==> config.mk <==
export PLATFORM = sky130hd
export DESIGN_NAME = pipeline_hazard_ctrl
export DESIGN_NICKNAME = d
export VERILOG_FILES = /design/src/rtl/legv8_pkg.sv /design/src/rtl/instr_src_decode.sv /design/src/rtl/pipeline_hazard_ctrl.sv
export SDC_FILE = /design/constraint.sdc
export NUM_CORES = 1
export LEC_CHECK = 0
export CELL_PAD_IN_SITES_DETAIL_PLACEMENT = 1
export CELL_PAD_IN_SITES_GLOBAL_PLACEMENT = 1
export CORE_UTILIZATION = 32
export DETAILED_ROUTE_END_ITERATION = 10
export PLACE_DENSITY = 0.87
export SYNTH_ARGS = -nofsm -noshare
export SYNTH_HDL_FRONTEND = slang
export SYNTH_SLANG_ARGS = --single-unit
==> constraint.sdc <==
create_clock -name clk -period 4.66 [get_ports clk]
set_input_delay 0.932 -clock clk [delete_from_list [all_inputs] [get_ports clk]]
set_output_delay 0.932 -clock clk [all_outputs]
set_load 0.02 [all_outputs]
==> src/rtl/legv8_pkg.sv <==
// Shared LEGv8 decode constants: opcode fields, XZR, instruction format classes.
// Also hosts the hazard sequencer state encoding.
package legv8_pkg;

    localparam logic [5:0]  OP_B    = 6'b000101;
    localparam logic [7:0]  OP_CBZ  = 8'b10110100;
    localparam logic [9:0]  OP_ADDI = 10'b1001000100;
    localparam logic [9:0]  OP_ANDI = 10'b1001001000;
    localparam logic [9:0]  OP_ORRI = 10'b1011001000;
    localparam logic [9:0]  OP_SUBI = 10'b1101000100;
    localparam logic [10:0] OP_LDUR = 11'b11111000010;
    localparam logic [10:0] OP_STUR = 11'b11111000000;

    localparam logic [4:0]  XZR = 5'd31;

    typedef enum logic [2:0] {
        FMT_B,
        FMT_CBZ,
        FMT_I,
        FMT_D,
        FMT_R
    } fmt_e;

    typedef enum logic [1:0] {
        ST_RUN,
        ST_LU_STALL,
        ST_BR_FLUSH
    } hz_state_e;

    // Same classification order as immediate extension; anything unmatched is R.
    function automatic fmt_e decode_fmt(input logic [31:0] instr);
        fmt_e f;
        if (instr[31:26] == OP_B) begin
            f = FMT_B;
        end else if (instr[31:24] == OP_CBZ) begin
            f = FMT_CBZ;
        end else if (instr[31:22] == OP_ADDI || instr[31:22] == OP_ANDI ||
                     instr[31:22] == OP_ORRI || instr[31:22] == OP_SUBI) begin
            f = FMT_I;
        end else if (instr[31:21] == OP_LDUR || instr[31:21] == OP_STUR) begin
            f = FMT_D;
        end else begin
            f = FMT_R;
        end
        return f;
    endfunction

endpackage

==> src/rtl/instr_src_decode.sv <==
// Extracts which source register fields an IF/ID instruction actually reads.
module instr_src_decode
    import legv8_pkg::*;
(
    input  logic [31:0] instr_i,
    output logic        uses_rn_o,
    output logic        uses_rm_o,
    output logic        uses_rt_o,
    output logic [4:0]  rn_o,
    output logic [4:0]  rm_o,
    output logic [4:0]  rt_o
);

    fmt_e fmt;
    logic unused_imm_bits;

    assign fmt = decode_fmt(instr_i);

    assign rn_o = instr_i[9:5];
    assign rm_o = instr_i[20:16];
    assign rt_o = instr_i[4:0];

    // Only STUR reads Rt among the D-format loads/stores; LDUR writes it.
    assign uses_rn_o = (fmt == FMT_I) || (fmt == FMT_D) || (fmt == FMT_R);
    assign uses_rm_o = (fmt == FMT_R);
    assign uses_rt_o = (fmt == FMT_CBZ) ||
                       ((fmt == FMT_D) && (instr_i[31:21] == OP_STUR));

    assign unused_imm_bits = ^instr_i[15:10];

endmodule

==> src/rtl/pipeline_hazard_ctrl.sv <==
// Load-use stall and taken-branch flush sequencer for the 5-stage LEGv8 pipeline.
//
// state       | meaning
// ST_RUN      | normal flow; hazard and branch detection active
// ST_LU_STALL | extra load-use bubble cycles, cnt counts remaining minus one
// ST_BR_FLUSH | extra IF/ID flush cycles after a taken branch, cnt as above
module pipeline_hazard_ctrl
    import legv8_pkg::*;
#(
    parameter int unsigned LU_BUBBLES   = 1,
    parameter int unsigned FLUSH_CYCLES = 1,
    parameter int unsigned CNT_W        = 16
) (
    input  logic             clk,
    input  logic             reset,
    input  logic [31:0]      id_instr,
    input  logic             id_valid,
    input  logic             ex_mem_read,
    input  logic [4:0]       ex_rd,
    input  logic             ex_valid,
    input  logic             mem_branch_taken,
    input  logic             dmem_stall,
    output logic             pc_write,
    output logic             ifid_write,
    output logic             ifid_flush,
    output logic             idex_flush,
    output logic             exmem_flush,
    output logic             busy,
    output logic [CNT_W-1:0] stall_cnt,
    output logic [CNT_W-1:0] flush_cnt
);

    localparam logic [1:0] FLUSH_PRELOAD =
        (FLUSH_CYCLES > 1) ? 2'(FLUSH_CYCLES - 2) : 2'd0;
    localparam logic [CNT_W-1:0] CNT_MAX = '1;

    hz_state_e        state_q, state_d;
    logic [1:0]       cnt_q, cnt_d;
    logic [CNT_W-1:0] stall_cnt_q, stall_cnt_d;
    logic [CNT_W-1:0] flush_cnt_q, flush_cnt_d;
    logic             stall_inc, flush_inc;

    logic             uses_rn, uses_rm, uses_rt;
    logic [4:0]       rn, rm, rt;
    logic             src_match, hz;

    instr_src_decode u_src_decode (
        .instr_i   (id_instr),
        .uses_rn_o (uses_rn),
        .uses_rm_o (uses_rm),
        .uses_rt_o (uses_rt),
        .rn_o      (rn),
        .rm_o      (rm),
        .rt_o      (rt)
    );

    assign src_match = (uses_rn && (rn == ex_rd)) ||
                       (uses_rm && (rm == ex_rd)) ||
                       (uses_rt && (rt == ex_rd));

    assign hz = id_valid && ex_valid && ex_mem_read && (ex_rd != XZR) && src_match;

    always_comb begin
        state_d     = state_q;
        cnt_d       = cnt_q;
        pc_write    = 1'b0;
        ifid_write  = 1'b0;
        ifid_flush  = 1'b0;
        idex_flush  = 1'b0;
        exmem_flush = 1'b0;
        stall_inc   = 1'b0;
        flush_inc   = 1'b0;

        if (dmem_stall) begin
            // Whole pipeline frozen: everything holds, including cnt.
        end else if (mem_branch_taken) begin
            pc_write    = 1'b1;
            ifid_flush  = 1'b1;
            idex_flush  = 1'b1;
            exmem_flush = 1'b1;
            flush_inc   = 1'b1;
            if (FLUSH_CYCLES > 1) begin
                state_d = ST_BR_FLUSH;
                cnt_d   = FLUSH_PRELOAD;
            end else begin
                state_d = ST_RUN;
                cnt_d   = 2'd0;
            end
        end else begin
            unique case (state_q)
                ST_BR_FLUSH: begin
                    pc_write   = 1'b1;
                    ifid_flush = 1'b1;
                    idex_flush = 1'b1;
                    if (cnt_q == 2'd0) state_d = ST_RUN;
                    else               cnt_d   = cnt_q - 2'd1;
                end
                ST_LU_STALL: begin
                    idex_flush = 1'b1;
                    stall_inc  = 1'b1;
                    if (cnt_q == 2'd0) state_d = ST_RUN;
                    else               cnt_d   = cnt_q - 2'd1;
                end
                default: begin
                    if (hz) begin
                        idex_flush = 1'b1;
                        stall_inc  = 1'b1;
                        if (LU_BUBBLES == 2) begin
                            state_d = ST_LU_STALL;
                            cnt_d   = 2'd0;
                        end
                    end else begin
                        pc_write   = 1'b1;
                        ifid_write = 1'b1;
                    end
                end
            endcase
        end
    end

    assign stall_cnt_d = (stall_inc && (stall_cnt_q != CNT_MAX)) ? stall_cnt_q + 1'b1 : stall_cnt_q;
    assign flush_cnt_d = (flush_inc && (flush_cnt_q != CNT_MAX)) ? flush_cnt_q + 1'b1 : flush_cnt_q;

    always_ff @(posedge clk) begin
        if (reset) begin
            state_q     <= ST_RUN;
            cnt_q       <= 2'd0;
            stall_cnt_q <= '0;
            flush_cnt_q <= '0;
        end else begin
            state_q     <= state_d;
            cnt_q       <= cnt_d;
            stall_cnt_q <= stall_cnt_d;
            flush_cnt_q <= flush_cnt_d;
        end
    end

    assign busy      = (state_q != ST_RUN);
    assign stall_cnt = stall_cnt_q;
    assign flush_cnt = flush_cnt_q;

endmodule

==> results.json <==
{
  "gr-total-overflow": 0,
  "combinationalPowerShare": 0.144,
  "fin_cells": 399,
  "intPower_mw": 0.484,
  "grt_usage": 0.197,
  "yosysWarnings": 0,
  "finClkSkew_ps": 2.63,
  "synth.avg_cell_area_sq_um": 8.00,
  "maxSlewHeadroom": 0.487,
  "drv_slew": 0,
  "drt_pre_antenna_iters": 4,
  "path_delay_family": "simple AND/OR/NAND/NOR gates",
  "die_y_um": 80.0,
  "startpoint_type": "primary input",
  "seqPwrFrac": 0.434,
  "clkSlewWorstSetupHoldPaths_ps": 70,
  "rows": 28,
  "grt_pass1_wl_mm": 9.83,
  "die_area_sq_um": 6390,
  "setup_viol": 0,
  "drcViolationCount": 0,
  "n_antenna_cell": 0,
  "worstSetupStartpoint": "id_instr[29]",
  "worstPathMaxFanout": 3,
  "die_w_um": 80.0,
  "p_total_mw": 0.636,
  "synth_edf_count": 0,
  "area_growth_pct": 49.8,
  "hold_viol": 0,
  "synthAdderAreaFrac": 0.0129,
  "cts_tree": "done",
  "crit_buf_inv": 3,
  "yosysSeqAreaShare": 0.329,
  "end_kind": "output port",
  "clkPwrFrac": 0.423,
  "core_area_sq_um": 5890,
  "path_cells": "clkdlybuf4s50_1 -> or3b_1 -> or4_1 -> a2111o_1 -> o311a_1 -> nor2_1 -> buf_4 -> o21ba_2 -> dlygate4sd2_1",
  "final.min_clock_period_ps": 4450,
  "start_util": 0.330,
  "p_switching_mw": 0.153,
  "max_freq_mhz": 225,
  "ant_nets": 0,
  "syn_nets": 289,
  "drive_gt1_frac": 0.0741,
  "synth_top_family_by_area": "simple AND/OR/NAND/NOR gates",
  "synth-xor-area-share": 0.113,
  "p_leak_nw": 0.983,
  "status": "complete, no violations",
  "synth-compound-area-share": 0.144,
  "first_global_vias": 2053,
  "syn-cell-area_sq_um": 1940,
  "numCtsBuffers": 5,
  "worstPathArrival_ps": 3520,
  "slowest_stage": "clkdlybuf4s50_1",
  "htree_levels": 2,
  "synth.area.mux_share": 0.0335,
  "gp_congestion": 0.755,
  "synth_flop_cell": "dfxtp_1",
  "min_from": "stall_cnt[10]",
  "via_per_inst": 5.38,
  "powerDensity_nw_per_um2": 219,
  "first_iter_violations": 70,
  "fin_setup_tns_ps": 0,
  "synth_simple_gate_area_frac": 0.327,
  "power_switching_share": 0.240,
  "syn_inst": 243,
  "ys_ff_latch": 32,
  "rsz0062_at_grt": "no",
  "ctsLongestPathBuffers": 2,
  "clockRootBuffer": "clkbuf_8",
  "cpPeakStageDelay_ps": 480,
  "cts.sinks": 32,
  "drt-total-wl_mm": 6.09,
  "wl_per_cell_um": 15.3,
  "cts_hold_buf": 0,
  "portBuffers": 74,
  "max-cap-violations": 0,
  "dr_total_vias": 2147,
  "clock_latency_ps": 290,
  "io-pin-count": 82,
  "ys_types": 41,
  "hold_path.class": "reg -> reg",
  "placedCellCount": 391,
  "timing.rr.start": "stall_cnt[0]",
  "antenna_found_initial": 0,
  "fin_nets": 369,
  "grt_max_degree": 29,
  "irDropWorstVdd_uv": 108,
  "fin_crit_sh": 0.955,
  "tightestPinTransition_ps": 763,
  "crit_type": "in -> out",
  "cp.required_ps": 3730,
  "synth-async-reset-ratio": 0,
  "dp_hpwl_mm": 4.66
}
-- cells by family (layout without fill, tap and decap cells) --
logic type / count (synthesis) / count (layout)
and+or+nand+nor: 117 / 117
AOI/OAI and AO/OA: 44 / 44
DFF: 32 / 32
xor gates and xnor gates: 25 / 25
buffers and inverters: 16 / 97
muxes: 6 / 6
adders and majority gates: 2 / 2
other: 1 / 1
-- power by group through the flow --
stage	Combinational [mW]	Clock (mW)	Sequential (mW)
final	0.0913	0.269	0.276
after global routing	0.0987	0.284	0.276
after CTS	0.0922	0.276	0.276
after detailed placement	0.0915	0	0.282
after global placement	0.0896	0	0.282
after floorplan	0.0370	0	0.283
-- routing by layer --
| metal | global-route usage | wire length [um] | vias to the layer above |
|---|---|---|---|
| met4 | 0.0786 | 121 | 0 |
| met2 | 0.339 | 2950 | 63 |
| met3 | 0.0377 | 285 | 12 |
| li1 | - | - | 1046 |
| met1 | 0.239 | 2740 | 1026 |
| met5 | 0 | 0 | - |
-- cell type report --
cell class	instances	area (sq um)
Sequential cell	32	641
Inverter	5	18.8
Multi-Input combinational cell	195	1230
Timing Repair Buffer	84	820
Clock buffer	5	68.8
Clock inverter	3	42.5
Tap cell	75	93.8
Fill cell	713	2970
-- worst paths after layout --
kind | to | slack [ps] | cells past startpoint
setup / recovery | idex_flush | 210 | 9
hold / removal | stall_cnt[10] | 520 | 2
setup reg to reg | stall_cnt[10] | 2350 | 7
hold reg to reg | stall_cnt[10] | 520 | 2
-- sequential cells by signal, indices dropped and copies added (netlist names) --
| name | flops |
|---|---|
| flush_cnt | 16 |
| stall_cnt | 16 |
-- placed cells by master (no fill, tap or decap), drive strengths merged, types with 4 or more instances in the layout --
master,n
o31ai,8
a21oi,16
clkbuf,5
clkdlybuf4s50,71
o21ai,10
and4,4
inv,5
or3,10
nor3,12
mux2,4
xor2,13
buf,10
or4,9
dfxtp,32
nor2b,6
xnor2,12
nand2,14
nor2,25
nand4,9
nand3,15
-- Yosys cell counts, types with 4 or more instances --
| master | n | area [sq um] |
|---|---|---|
| a21oi_1 | 16 | 80.1 |
| and4_1 | 4 | 35.0 |
| clkbuf_1 | 8 | 30.0 |
| dfxtp_1 | 32 | 641 |
| inv_1 | 5 | 18.8 |
| mux2_2 | 4 | 45.0 |
| nand2_1 | 14 | 52.6 |
| nand3_1 | 15 | 75.1 |
| nand4_1 | 9 | 56.3 |
| nor2_1 | 25 | 93.8 |
| nor2b_1 | 6 | 37.5 |
| nor3_1 | 12 | 60.1 |
| o21ai_0 | 10 | 50.1 |
| o31ai_1 | 8 | 60.1 |
| or3_1 | 10 | 62.6 |
| or4_1 | 9 | 67.6 |
| xnor2_1 | 12 | 105 |
| xor2_1 | 13 | 114 |
-- repair_timing --
| action | 4_1_cts | 5_1_grt |
|---|---|---|
| setup endpoints to repair | 1 | 2 |
| buffers inserted | 0 | 0 |
| gates resized for setup | 1 | 2 |
| pin swaps | 0 | 0 |
| hold endpoints to repair | 0 | 0 |
-- tightest hold or removal path, stage by stage, from the launching register on --
cell	delay, ps
dfxtp_1	330
o21ai_0	80
a21oi_1	60
-- metrics by stage --
step                setup slack, ps  area (sq um)   util  hold slack, ps
detailed placement            -25.5          2800  0.475             510
global placement              -7.56          2800  0.475             491
global route                    102          2910  0.495             537
CTS                            47.0          2910  0.494             522
floorplan                       860          1940      -             566
finish                          209          2910  0.495             519
Power figures use the tool's default switching activity.
